### src/rtl/req_gnt_pkg.sv
// Shared types and default timing for the request/grant responder.
package req_gnt_pkg;

  localparam int MIN_DLY_DEF = 3;
  localparam int MAX_DLY_DEF = 16;

  typedef enum logic [1:0] {
    S_IDLE,
    S_WAIT,
    S_GRANT,
    S_TOUT
  } state_e;

endpackage

### src/rtl/req_gnt_responder_rise.sv
// Registered request and rising-edge detect.
module rise_det (
  input  logic clk,
  input  logic rst_n,
  input  logic req_i,
  output logic req_q_o,
  output logic rise_o
);

  logic req_q;

  always_ff @(posedge clk) begin
    if (!rst_n) begin
      req_q <= 1'b0;
    end else begin
      req_q <= req_i;
    end
  end

  assign req_q_o = req_q;
  assign rise_o  = req_i & ~req_q;

endmodule

### src/rtl/req_gnt_responder.sv
// Request/grant responder: delayed grant gated by rdy, with timeout.
import req_gnt_pkg::*;

module req_gnt_responder #(
  parameter int MIN_DLY = MIN_DLY_DEF,
  parameter int MAX_DLY = MAX_DLY_DEF
) (
  input  logic       clk,
  input  logic       rst_n,
  input  logic       req,
  input  logic       rdy,
  output logic       gnt,
  output logic       busy,
  output logic       timeout,
  output logic [7:0] lat,
  output logic [7:0] err_cnt
);

  localparam logic [8:0] MIN_K = 9'(MIN_DLY);
  localparam logic [8:0] MAX_K = 9'(MAX_DLY);
  localparam logic [7:0] CNT_MAX = 8'(MAX_DLY);

  state_e     state_q;
  logic [7:0] cnt_q;
  logic       gnt_q;
  logic       busy_q;
  logic       tout_q;
  logic [7:0] lat_q;
  logic [7:0] err_q;

  logic       req_q;
  logic       rise;
  logic [8:0] k_d;
  logic       arm;
  logic       go_gnt;
  logic       go_to;

  rise_det u_rise (
    .clk    (clk),
    .rst_n  (rst_n),
    .req_i  (req),
    .req_q_o(req_q),
    .rise_o (rise)
  );

  // k is the grant latency that would result from deciding this edge
  always_comb begin
    k_d    = (state_q == S_IDLE) ? 9'd1 : {1'b0, cnt_q} + 9'd2;
    arm    = ((state_q == S_IDLE) && rise) ||
             ((state_q == S_WAIT) && req);
    go_gnt = rdy && (k_d >= MIN_K);
    go_to  = k_d >= MAX_K;
  end

  always_ff @(posedge clk) begin
    if (!rst_n) begin
      state_q <= S_IDLE;
      cnt_q   <= 8'd0;
      gnt_q   <= 1'b0;
      busy_q  <= 1'b0;
      tout_q  <= 1'b0;
      lat_q   <= 8'd0;
      err_q   <= 8'd0;
    end else begin
      tout_q <= 1'b0;
      if (state_q == S_IDLE) begin
        cnt_q <= 8'd0;
      end else if (state_q == S_WAIT && cnt_q < CNT_MAX) begin
        cnt_q <= cnt_q + 8'd1;
      end
      if (arm) begin
        busy_q <= 1'b1;
        if (go_gnt) begin
          state_q <= S_GRANT;
          gnt_q   <= 1'b1;
          lat_q   <= k_d[7:0];
        end else if (go_to) begin
          state_q <= S_TOUT;
          tout_q  <= 1'b1;
          if (err_q != 8'hFF) begin
            err_q <= err_q + 8'd1;
          end
        end else begin
          state_q <= S_WAIT;
        end
      end else if (state_q != S_IDLE && !req) begin
        state_q <= S_IDLE;
        gnt_q   <= 1'b0;
        busy_q  <= 1'b0;
      end
    end
  end

  assign gnt     = gnt_q;
  assign busy    = busy_q;
  assign timeout = tout_q;
  assign lat     = lat_q;
  assign err_cnt = err_q;

endmodule

### config.mk
export PLATFORM = sky130hd
export DESIGN_NAME = req_gnt_responder
export DESIGN_NICKNAME = d
export VERILOG_FILES = /design/src/rtl/req_gnt_pkg.sv /design/src/rtl/req_gnt_responder_rise.sv /design/src/rtl/req_gnt_responder.sv
export SDC_FILE = /design/constraint.sdc
export NUM_CORES = 1
export LEC_CHECK = 0
export ABC_AREA = 1
export BUFFER_PORTS_ARGS = -buffer_cell sky130_fd_sc_hd__buf_2
export CAP_MARGIN = 20
export CORE_UTILIZATION = 40
export CTS_CLUSTER_DIAMETER = 80
export CTS_CLUSTER_SIZE = 8
export DETAILED_ROUTE_END_ITERATION = 7
export PLACE_DENSITY = 0.59
export SYNTH_ARGS = -nofsm -noshare
export SYNTH_HDL_FRONTEND = slang
export SYNTH_SLANG_ARGS = --single-unit
### constraint.sdc
create_clock -name clk -period 1.6 [get_ports clk]
set_input_delay 0.08 -clock clk [delete_from_list [all_inputs] [get_ports clk]]
set_output_delay 0.08 -clock clk [all_outputs]
set_load 0.05 [all_outputs]
==> metrics.txt <==
run status finished with violations; failing checks negative setup slack; Pleak 0.972 nW; CTS tree built; element type at the critical path end flop; Clock Path Buffers 2; final setup margin -0.127 ns; Total GRT Usage 0.205; FF-to-FF Start cnt_q[2]; CP Class reg -> reg; crit path max-delay cell type dfxtp_4; mean number of vias per cell 4.79; fillers 332; Reg2Reg Setup Slack -0.13 ns; Max-Cap Viols 0; final setup violation count 19; vias in the first global route between 1,000 and 1,500; Critical Path Source Type flop; Hold Path Cell Cnt 2; fin nets 274; die footprint ~4000 µm²; count of cell types in the netlist 27; WP buf/inv 2; crit-path cells buf_12, nand2_4, nor2_4, nand2_1, nand3_2, nand3_4, o21bai_1, buf_4, nor2_4, nand2_4, nand2_1, a21oi_2; fraction of layout cells with a size suffix above 1 0.429; min cycle time layout 1.73 ns; maximum clock rate 579 MHz; delay-heaviest family, CP simple AND/OR/NAND/NOR gates; critical path required time 1.88 ns; Fin. Hold Viols 0; Seq cells post-synth 30; synthesized instance count 206; crit-path max FO 7; port buffer count 22; top_reg_cell synth dfxtp_1; largest net degree at the start of global routing 13; CTS Buf Count 5; Worst Hold Path EP timeout; Worst-Margin Slew 0.410 ns; Seq/Total Area, Yosys 0.409; syn avg cell area around 7.1 µm²; total power density per cell area 688 nW/µm²; synthesized area 1470 µm²; Core Area approximately 3400 µm²; Initial Utilization 0.430; Hold Crit Class in -> reg; drt pass-1 iters 4; FFs w/ async S/R, synth 0; Vias between 1,500 and 2,000; Synth top cells by count nand2_1 (50), dfxtp_1 (30), inv_1 (26); Max Slew Vio Count 0; Layout Skew 0.00987 ns; die height 62.6 µm; Die Width 62.6 µm; Synth top area share 0.409; antenna violations before repair 0; HPWL Detailed approximately 2500 µm; Detailed Route Iter0 Violations between 80 and 90; Slew headroom 0.725; first-pass GRT wire length 6320 µm; row count 21; final WL 3760 µm; worst r2r dst err_cnt[6]; post-synth top area cell dfxtp_1; drt wl/cell 12.0 µm; post-route non-filler standard cell count 314; Post-DRT Antenna Nets 0; H-tree levels 2; Residual DRC 0; number of enable flip-flop cells after synthesis 0; Register-to-Register Path Depth 12; diodes inserted 0; RSZ-0062 raised after global routing yes; Clock Tree Root clkbuf_4; Register Area 613 µm²; hold path start rdy; Synth warnings 0; Clock Pin Slew Worst Setup and Hold Paths 0.10 ns; worst-skew pair later-pin latency 0.34 ns; P&R area growth vs syn 45.9%; VDD IR max 0.822 mV; Slowest Stage Delay on Critical Path approximately 0.38 ns; GRT Residual Overflow 0; clock sink count 30; Final Cycle Share 1.08; Synthesized Nets 213; most common cell in the netlist nand2_1; IO Count 23; synth top area cells dfxtp_1 (41%), nand2_1 (13%), nand3_1 (7.2%), inv_1 (6.6%), a21oi_1 (6.5%); routability cong. between 0.8 and 0.9; multi-input logic area 902 µm²; Placed Instances 295; Arr. time, crit path 2.01 ns; Hold Slack 0.0433 ns
[flip-flops by register name (all words and copies together), names as in the netlist]
register,count
gnt,1
err_cnt,8
busy,1
u_rise.req_q_o,1
lat,8
cnt_q,8
timeout,1
state_q,2
[power breakdown]
| group | internal (mW) | switching (mW) | total (mW) | leakage (nW) |
|---|---|---|---|---|
| Clock | 0.323 | 0.279 | 0.602 | 0.0450 |
| Combinational | 0.0363 | 0.0786 | 0.115 | 0.680 |
| Sequential | 0.753 | 0.00410 | 0.757 | 0.247 |
[final cells by class]
type                       count  area share
clock buffer                   5      0.0175
inverter                      29      0.0543
tap                           46      0.0269
timing repair buffer          54       0.176
sequential                    30       0.286
clock inverter                 3      0.0187
multi-input combinational    147       0.421
[per-layer routing]
metal | up-vias | GRT usage | routed length, µm
met1 | 679 | 0.263 | 1730
met2 | 31 | 0.327 | 1800
met4 | 0 | 0.0785 | 70
met3 | 8 | 0.0511 | 156
met5 | - | 0 | 0
li1 | 787 | - | -
[cells by family after synthesis]
kind of cell	Yosys count	synth area share
AND/OR/NAND/NOR	106	0.334
buffers and inverters	32	0.0920
flip-flops	30	0.409
AO/OA/AOI/OAI	29	0.104
XOR/XNOR	6	0.0358
adder cells (fa/ha/maj)	3	0.0256
[worst max-delay path by stage]
stage	startpoint	to	depth (start not counted)
2_1_floorplan	cnt_q[2]	err_cnt[2]	10
3_3_place_gp	cnt_q[3]	lat[2]	13
3_5_place_dp	cnt_q[3]	err_cnt[6]	12
4_1_cts	cnt_q[2]	err_cnt[6]	12
5_1_grt	cnt_q[1]	err_cnt[5]	12
6_report	cnt_q[2]	err_cnt[6]	12
[metrics by stage]
step	util	cell area [µm²]	setup slack [ns]	setup TNS (ns)	power [mW]
global placement	0.534	1820	-0.189	-2.54	0.872
floorplan	-	1490	0.0203	0	0.835
finish	0.627	2140	-0.127	-1.50	1.47
detailed placement	0.534	1820	-0.207	-2.71	0.872
CTS	0.604	2060	-0.0598	-0.376	1.47
global route	0.627	2140	-0.246	-3.86	1.52
[layout by cell type, fill, tap and decap left out]
| master | count |
|---|---|
| a31oi_1 | 1 |
| dfxtp_4 | 1 |
| bufinv_16 | 1 |
| inv_8 | 1 |
| a21oi_2 | 10 |
| nor2_2 | 3 |
| dlygate4sd3_1 | 1 |
| nor3_1 | 3 |
| nor4_1 | 1 |
| nand3_2 | 6 |
| ha_1 | 2 |
| or2_2 | 1 |
| nor2_4 | 4 |
| buf_12 | 1 |
| buf_2 | 22 |
| buf_4 | 27 |
| o21bai_1 | 1 |
| nand2_1 | 44 |
| nand2_2 | 6 |
| dfxtp_1 | 22 |
| xor2_1 | 3 |
| a21oi_1 | 10 |
| buf_6 | 3 |
| nand3_4 | 2 |
| dfxtp_2 | 7 |
| clkinv_1 | 1 |
| nor2_1 | 15 |
| nand3_1 | 16 |
| clkbuf_4 | 5 |
| nand2_4 | 6 |
| o21ai_2 | 2 |
| xnor2_1 | 3 |
| clkinv_2 | 2 |
| nand4_1 | 2 |
| ha_4 | 1 |
| inv_2 | 4 |
| inv_1 | 23 |
| o21ai_0 | 5 |
[timing repair]
item | CTS | global route
endpoints found under the setup margin | 19 | 20
endpoints found under the hold margin | 1 | 0
pin swaps | 14 | 17
resized for setup | 24 | 21
hold buffers | 1 | 0
gates cloned | 3 | 0
buffers inserted | 6 | 1
Note: power is estimated with default switching activity, not from simulation.
